**config.mk**
```make
export PLATFORM = sky130hd
export DESIGN_NAME = eth_rx_addr_filter
export DESIGN_NICKNAME = d
export VERILOG_FILES = /design/src/rtl/eth_filter_pkg.sv /design/src/rtl/eth_rx_addr_filter.sv
export SDC_FILE = /design/constraint.sdc
export NUM_CORES = 1
export LEC_CHECK = 0
export ABC_AREA = 1
export CAP_MARGIN = 20
export CORE_ASPECT_RATIO = 1.5
export CORE_UTILIZATION = 48
export CTS_CLUSTER_SIZE = 12
export DETAILED_ROUTE_END_ITERATION = 7
export GPL_TIMING_DRIVEN = 0
export HOLD_SLACK_MARGIN = 0.12
export PLACE_DENSITY = 0.77
export SYNTH_ARGS = -nofsm -noshare
export SYNTH_HDL_FRONTEND = slang
export SYNTH_SLANG_ARGS = --single-unit
```
**constraint.sdc**
```tcl
create_clock -name clk -period 4.6 [get_ports clk]
set_input_delay 1.15 -clock clk [delete_from_list [all_inputs] [get_ports clk]]
set_output_delay 1.15 -clock clk [all_outputs]
set_load 0.05 [all_outputs]
```
**src/rtl/eth_filter_pkg.sv**
```systemverilog
// Shared definitions for the Ethernet RX destination-address filter.
//   state_t    : filter FSM states
//   HDR_BYTES  : destination-address length in bytes
//   BCAST_ADDR : all-ones broadcast destination
package eth_filter_pkg;

  typedef enum logic [2:0] {
    HDR    = 3'd0,
    DECIDE = 3'd1,
    REPLAY = 3'd2,
    PASS   = 3'd3,
    DROP   = 3'd4
  } state_t;

  localparam int unsigned HDR_BYTES  = 6;
  localparam logic [47:0] BCAST_ADDR = 48'hFFFF_FFFF_FFFF;

endpackage

```
**src/rtl/eth_rx_addr_filter.sv**
```systemverilog
// Ethernet RX destination-address filter.
// Buffers the 6-byte destination address of each frame, decides for one cycle
// whether the frame is for this station, then either replays the buffered
// header followed by a zero-latency pass-through of the rest of the frame, or
// swallows the frame.
//
// Ports:
//   clk, rst           : clock, asynchronous active-high reset
//   mac_addr[47:0]     : station address, first wire byte in [47:40]
//   promisc            : accept any frame of 7 or more bytes
//   s_axis_*           : 8-bit AXI-stream input from the MAC RX FIFO
//   m_axis_*           : 8-bit AXI-stream filtered output
//   frames_passed      : wrapping count of forwarded frames
//   frames_dropped     : wrapping count of discarded frames
//
// Build option: define ETH_RX_FILTER_BCAST_EN to accept ff:ff:ff:ff:ff:ff
// regardless of mac_addr.
module eth_rx_addr_filter
  import eth_filter_pkg::*;
#(
  parameter int unsigned CNT_WIDTH = 16
) (
  input  logic                 clk,
  input  logic                 rst,
  input  logic [47:0]          mac_addr,
  input  logic                 promisc,
  input  logic [7:0]           s_axis_tdata,
  input  logic                 s_axis_tvalid,
  output logic                 s_axis_tready,
  input  logic                 s_axis_tlast,
  input  logic                 s_axis_tuser,
  output logic [7:0]           m_axis_tdata,
  output logic                 m_axis_tvalid,
  input  logic                 m_axis_tready,
  output logic                 m_axis_tlast,
  output logic                 m_axis_tuser,
  output logic [CNT_WIDTH-1:0] frames_passed,
  output logic [CNT_WIDTH-1:0] frames_dropped
);

  localparam logic [2:0] LAST_IDX = 3'(HDR_BYTES - 1);

  state_t      state;
  logic [2:0]  idx;
  logic [7:0]  hdr_buf [HDR_BYTES];
  logic [47:0] hdr_addr;
  logic        bcast_hit;
  logic        match;

  always_comb begin
    hdr_addr = '0;
    for (int unsigned i = 0; i < HDR_BYTES; i++) begin
      hdr_addr[47 - 8*i -: 8] = hdr_buf[i];
    end
  end

`ifdef ETH_RX_FILTER_BCAST_EN
  assign bcast_hit = (hdr_addr == BCAST_ADDR);
`else
  assign bcast_hit = 1'b0;
`endif

  // Only consulted in DECIDE, so mac_addr/promisc are effectively sampled there.
  assign match = promisc | (hdr_addr == mac_addr) | bcast_hit;

  // Outputs are decoded from state; PASS is a pure combinational wire-through.
  always_comb begin
    s_axis_tready = 1'b0;
    m_axis_tdata  = '0;
    m_axis_tvalid = 1'b0;
    m_axis_tlast  = 1'b0;
    m_axis_tuser  = 1'b0;
    unique case (state)
      HDR:    s_axis_tready = 1'b1;
      DECIDE: s_axis_tready = 1'b0;
      REPLAY: begin
        m_axis_tdata  = hdr_buf[idx];
        m_axis_tvalid = 1'b1;
      end
      PASS: begin
        s_axis_tready = m_axis_tready;
        m_axis_tdata  = s_axis_tdata;
        m_axis_tvalid = s_axis_tvalid;
        m_axis_tlast  = s_axis_tlast;
        m_axis_tuser  = s_axis_tuser;
      end
      DROP:   s_axis_tready = 1'b1;
      default: ;
    endcase
  end

  always_ff @(posedge clk or posedge rst) begin
    if (rst) begin
      state          <= HDR;
      idx            <= '0;
      frames_passed  <= '0;
      frames_dropped <= '0;
      for (int unsigned i = 0; i < HDR_BYTES; i++) begin
        hdr_buf[i] <= '0;
      end
    end else begin
      unique case (state)
        HDR: begin
          if (s_axis_tvalid) begin
            hdr_buf[idx] <= s_axis_tdata;
            if (s_axis_tlast) begin
              // Runt frame: ended inside the address field.
              frames_dropped <= frames_dropped + CNT_WIDTH'(1);
              idx            <= '0;
            end else if (idx == LAST_IDX) begin
              state <= DECIDE;
              idx   <= '0;
            end else begin
              idx <= idx + 3'd1;
            end
          end
        end
        DECIDE: begin
          if (match) begin
            state <= REPLAY;
          end else begin
            state          <= DROP;
            frames_dropped <= frames_dropped + CNT_WIDTH'(1);
          end
        end
        REPLAY: begin
          if (m_axis_tready) begin
            if (idx == LAST_IDX) begin
              state <= PASS;
              idx   <= '0;
            end else begin
              idx <= idx + 3'd1;
            end
          end
        end
        PASS: begin
          if (s_axis_tvalid && m_axis_tready && s_axis_tlast) begin
            state         <= HDR;
            frames_passed <= frames_passed + CNT_WIDTH'(1);
          end
        end
        DROP: begin
          if (s_axis_tvalid && s_axis_tlast) begin
            state <= HDR;
          end
        end
        default: state <= HDR;
      endcase
    end
  end

endmodule

```
==> metrics.cfg, run 1 <==
[layout]
fillers = 873
area_growth_pct = 30.73
antenna_cells = 0
drive_above_1_share_pct = 7.134
seqCellArea_mm2 = 0.002152
nets = 831
design_area_mm2 = 0.006563
multi_input_area_mm2 = 0.002507

[routing]
drcViolationCount = 0
drtAntennaViolNets = 0
drtIter0Drc = 308
drt-total-wl_mm = 14.04
num_vias = 4759
dr.pass1.iters = 5
wl_per_cell_um = 15.81
via_per_inst = 5.359

[worst_hold_path]
hp-class = reg2reg
hold_path_end = frames_passed[14]
hold_depth = 1
min-delay-start = frames_passed[14]

[yosys]
async_reset_ff_share_pct = 100.0
ys_ff_latch = 86
synth_top_family_by_area = simple AND/OR/NAND/NOR gates
avgSynthCellArea_um2 = 7.747
ys_types = 33
ys_seq_area_share_pct = 42.87
syn-num-nets = 713
synth_area_leaders = dfrtp_1, nand2_1, xnor2_1
synthAdderAreaFrac_pct = 0.4985
muxShareOfSynthArea_pct = 0
synth_edf_count = 0
yosys.area.top_type = dfrtp_1
yosys.area_share.simple_pct = 26.25
synth_compound_area_share_pct = 12.26
synth_xor_xnor_area_share_pct = 10.94
synthFlopType = dfrtp_1
yosysTopAreaCellShare_pct = 42.87
ys_top_cells_by_count = nand2_1, dfrtp_1, nor2_1
synth_cells = 648
yosysWarnings = 0
yosys.cell_count.top_type = nand2_1
synth_area_mm2 = 0.005020

[clocking]
clk_pin_slew_ns = 0.06
cts_tree = done
numClockSinks = 86
clock_path_buffers = 2
htree_levels = 3
clock-root-buffer = clkbuf_16
post_cts_resize_count = 0
cts_setup_buffers = 0
cts_hold_buf = 0
clk_latency_ns = 0.34
cts_made_buffers = 9

[sta]
hold_viol_final = 0
slew_headroom_pct = 58.81
min_period_ns = 4.289
rsz0062_at_grt = false
drv_slew = 0
setup_tns_ns = 0
finalClockSkew_ns = 0.006935
fmax_ghz = 0.2332
tightestPinTransition_ns = 0.6155
fin_crit_sh_pct = 93.24
setup_violations = 0
whs_ns = 0.4979

[floorplan]
num_rows = 45
die_y_um = 127.2
core_area_mm2 = 0.01013
ios = 107
die_x_um = 85.50
initial_core_util_pct = 49.53
dieArea_mm2 = 0.01088

[pwr]
worst_ir_drop_vdd_mv = 0.2786
leakagePower_nw = 2.926
power.total_w = 0.003736
cellPowerDensity_mw_per_mm2 = 569.4

[job]
cap_violations = 0

[global_routing]
antenna_found_initial = 0
grt_pass1_wl_mm = 22.98
gr-total-overflow = 0
gr-usage-all-layers_pct = 27.13
grt_start_max_net_pins = 50
grt_pass1_vias = 4840

[outcome]
status = completed

[setup_path]
endpoint_kind = output pin
path_max_fanout = 4
crit_start = s_axis_tdata[1]
timing.rr.start = hdr_addr[33]
reg2reg_slack_ns = 2.53
r2r_end = frames_dropped[3]
path_class = in2out
reg2reg_depth = 12
start_kind = input port
cp.arrival_ns = 3.14
worst_ep_required_time_ns = 3.45

[placement]
placed_area_mm2 = 0.006257
dp_hpwl_mm = 10.82
gp_congestion = 0.9678
portBuffers = 106

==> state kept, by name, summed over array words and instances (netlist names) <==
name	cells
hdr_addr	48
frames_dropped	16
frames_passed	16
idx	3
state	3
==> power breakdown <==
part,internal (W),switching (W),leakage [nW]
clock,0.000426,0.000319,0.143
sequential,0.00103,0.000295,1.07
combinational,0.000620,0.00105,1.72
total,0.00207,0.00166,2.93
==> critical path: stages <==
cell and delay, ns:
clkdlybuf4s50_1 0.62, inv_1 0.17, o21ai_0 0.33, clkdlybuf4s50_1 0.87
==> cell usage in the layout, fill, tap and decap left out, types with 2 or more instances in the layout <==
master and count:
nor4_4 3, nand2_2 3, nor2_4 5, clkdlybuf4s50_1 106, xor2_1 13, o22ai_1 5
nand3_1 29, xnor2_1 46, clkinv_4 2, nor2_2 3, inv_2 3, a21oi_1 41
dfrtp_1 86, nand4_1 5, buf_2 6, clkinvlp_4 2, xnor2_2 2, nor2_1 81
clkbuf_16 9, nor3_4 2, o21ai_0 62, o32ai_1 2, o31ai_1 3, inv_1 69
nand2_1 151, nor3_1 4, inv_6 2, buf_4 4, nand3_2 3, clkbuf_1 7
ha_1 2
==> cell families (layout without fill, tap and decap cells) <==
logic type / count (synthesis) / count (layout)
and+or+nand+nor: 293 / 293
AOI/OAI and AO/OA: 116 / 116
buffers and inverters: 90 / 213
DFF: 86 / 86
xor gates and xnor gates: 61 / 61
adders and majority gates: 2 / 2
==> metal layers <==
| layer | vias to the layer above | share of wire, % | global-route usage, % |
|---|---|---|---|
| li1 | 2310 | - | - |
| met1 | 2177 | 38 | 31.56 |
| met2 | 221 | 50 | 47.15 |
| met3 | 51 | 5.9 | 3.876 |
| met4 | 0 | 5.2 | 15.98 |
| met5 | - | 0 | 0 |
==> through the flow <==
stage,setup WS (ns),util [%],cells
4_1_cts,0.4020,64.75,888
2_1_floorplan,1.131,-,648
5_1_grt,0.2611,64.75,888
3_5_place_dp,0.4217,61.74,872
6_report,0.3111,64.75,888
3_3_place_gp,-0.1447,61.44,871
==> cell type report <==
cell class,instances,share of cell area [%]
multi-input combinational,472,38.21
sequential,86,32.79
timing repair buffer,107,16.59
inverter,73,4.214
clock buffer,9,3.432
tap,117,2.231
buffer,17,1.316
clock inverter,7,1.220
==> worst max-delay path by stage <==
stage | to | slack (ns) | cells past startpoint
5_1_grt | m_axis_tdata[5] | 0.26 | 8
2_1_floorplan | m_axis_tvalid | 1.13 | 2
4_1_cts | m_axis_tdata[4] | 0.40 | 4
6_report | m_axis_tdata[1] | 0.31 | 4
3_3_place_gp | hdr_addr[28] | -0.14 | 2
3_5_place_dp | m_axis_tdata[4] | 0.42 | 4
No activity file was read; power rests on OpenSTA's default activity.
==> inputs of run 2 (changes only) <==
- CORE_UTILIZATION: 48 -> 45
- PLACE_DENSITY: 0.77 -> 0.73
- REMOVE_ABC_BUFFERS: unset -> 1
==> run 2 against run 1 <==
Compared with the run above:
- critical path depth grew 2
- global-route usage shrank 2.7 points
- clock skew is essentially flat
- non-clock buffer count shrank 16
- core utilization shrank 3.8 points
- total power shrank 1.6%
- via count shrank 2.9%
- flip-flop and latch count is the same
- combinational power shrank 2%
- largest cell class unchanged
- largest power group unchanged
==> metrics.cfg, run 2 (synthesized netlist as in run 1, its figures left out) <==
[outcome]
status = completed

[global_routing]
antenna_found_initial = 0
gr-usage-all-layers_pct = 24.39
grt_pass1_wl_mm = 22.17
grt_start_max_net_pins = 57
grt_pass1_vias = 4793
gr-total-overflow = 0

[floorplan]
die_x_um = 88.24
core_area_mm2 = 0.01071
ios = 107
dieArea_mm2 = 0.01159
initial_core_util_pct = 46.89
num_rows = 46
die_y_um = 131.4

[setup_path]
worst_ep_required_time_ns = 3.45
start_kind = flip-flop
r2r_end = frames_dropped[10]
path_class = reg2out
reg2reg_slack_ns = 2.05
endpoint_kind = output pin
cp.arrival_ns = 3.16
reg2reg_depth = 11
path_max_fanout = 22
timing.rr.start = hdr_addr[33]
crit_start = idx[0]

[sta]
min_period_ns = 4.310
fmax_ghz = 0.2320
slew_headroom_pct = 36.78
setup_ws_ns = 0.2904
rsz0062_at_grt = false
whs_ns = 0.5004
setup_violations = 0
drv_slew = 0
tightestPinTransition_ns = 0.9449
fin_crit_sh_pct = 93.69
finalClockSkew_ns = 0.007211
hold_viol_final = 0

[layout]
design_area_mm2 = 0.006523
drive_above_1_share_pct = 5.836
utilization_pct = 60.93
nets = 815
area_growth_pct = 29.94
largest_register_ff_count = 48
mostFrequentLayoutCell = nand2_1
layout_common_cells = nand2_1, clkdlybuf4s50_1, dfrtp_1
antenna_cells = 0

[routing]
drt-total-wl_mm = 13.46
via_per_inst = 5.145
wl_per_cell_um = 14.99
drtAntennaViolNets = 0
drtIter0Drc = 280
drcViolationCount = 0
dr.pass1.iters = 5
num_vias = 4620

[placement]
pre_cts_ws_ns = 0.5148
portBuffers = 106
placed_area_mm2 = 0.006232
gp_congestion = 0.9072
dp_hpwl_mm = 9.833

[clocking]
clock_path_buffers = 2
cts_made_buffers = 9
cts_tree = done
cts_hold_buf = 0
cts_setup_buffers = 0
clk_latency_ns = 0.33
clk_pin_slew_ns = 0.06
post_cts_resize_count = 0
numClockSinks = 86
clock-root-buffer = clkbuf_16
htree_levels = 3

[pwr]
combPwrFrac_pct = 44.4
worst_ir_drop_vdd_mv = 0.3979
internal_power_w = 0.002072
pwr-share-seq_pct = 36.1
power.total_w = 0.003677
power_frac_clock_pct = 19.5
leakagePower_nw = 2.880
p_sw_w = 0.001605
cellPowerDensity_mw_per_mm2 = 563.8
switching_share_pct = 43.66

[worst_hold_path]
hold_path_end = frames_passed[12]
hp-class = reg2reg
hold_depth = 1
min-delay-start = frames_passed[12]

[job]
cap_violations = 0

-- run 2: cell count changes in the layout (fill, tap and decap cells not counted) --
| cell | change |
|---|---|
| inv_6 | -2 |
| clkbuf_8 | +1 |
| clkbuf_1 | -6 |
| buf_16 | +1 |
| clkinvlp_4 | -1 |
| clkinv_4 | -2 |
| buf_2 | -6 |
| clkinv_2 | +2 |
| buf_4 | -4 |
-- run 2: per-stage QoR --
step	std cells	setup TNS, ns
floorplan	631	0
global placement	881	-17.65
detailed placement	883	0
CTS	898	0
global route	898	0
finish	898	0
-- run 2: cell type report --
type                       instances  area, um^2
clock buffer                      11       242.7
clock inverter                     4       47.55
fill                             973        4183
inverter                          73       276.5
multi-input combinational        472        2507
sequential                        86        2152
tap                              144       180.2
timing repair buffer             108        1116
-- run 2: critical path, stage by stage (launching register included) --
cell             delay (ns)
dfrtp_1                0.84
inv_1                  0.52
o21ai_0                0.28
nor2_1                 0.06
o31ai_1                0.24
o21ai_0                0.14
clkdlybuf4s50_1        0.72
-- run 2: layer usage --
layer,GRT usage (%),wire (um),up-vias
li1,-,-,2272
met5,0,0,-
met1,28.69,5320,2161
met3,4.585,799,23
met2,42.44,6957,164
met4,9.946,380,0
-- run 2: power by group through the flow --
| stage | Combinational (W) | Clock (W) | Sequential (W) |
|---|---|---|---|
| after floorplan | 0.00103 | 0 | 0.00138 |
| after global placement | 0.00151 | 0 | 0.00135 |
| after detailed placement | 0.00162 | 0 | 0.00134 |
| after CTS | 0.00163 | 0.000730 | 0.00133 |
| after global routing | 0.00180 | 0.000760 | 0.00137 |
| final | 0.00163 | 0.000716 | 0.00133 |
-- run 2: worst max-delay path by stage --
stage                 endpoint  depth (start not counted)
2_1_floorplan  m_axis_tdata[0]                          5
3_3_place_gp      hdr_addr[30]                          2
3_5_place_dp   m_axis_tdata[4]                          4
4_1_cts        m_axis_tdata[2]                          6
5_1_grt        m_axis_tdata[2]                          6
6_report       m_axis_tdata[2]                          6
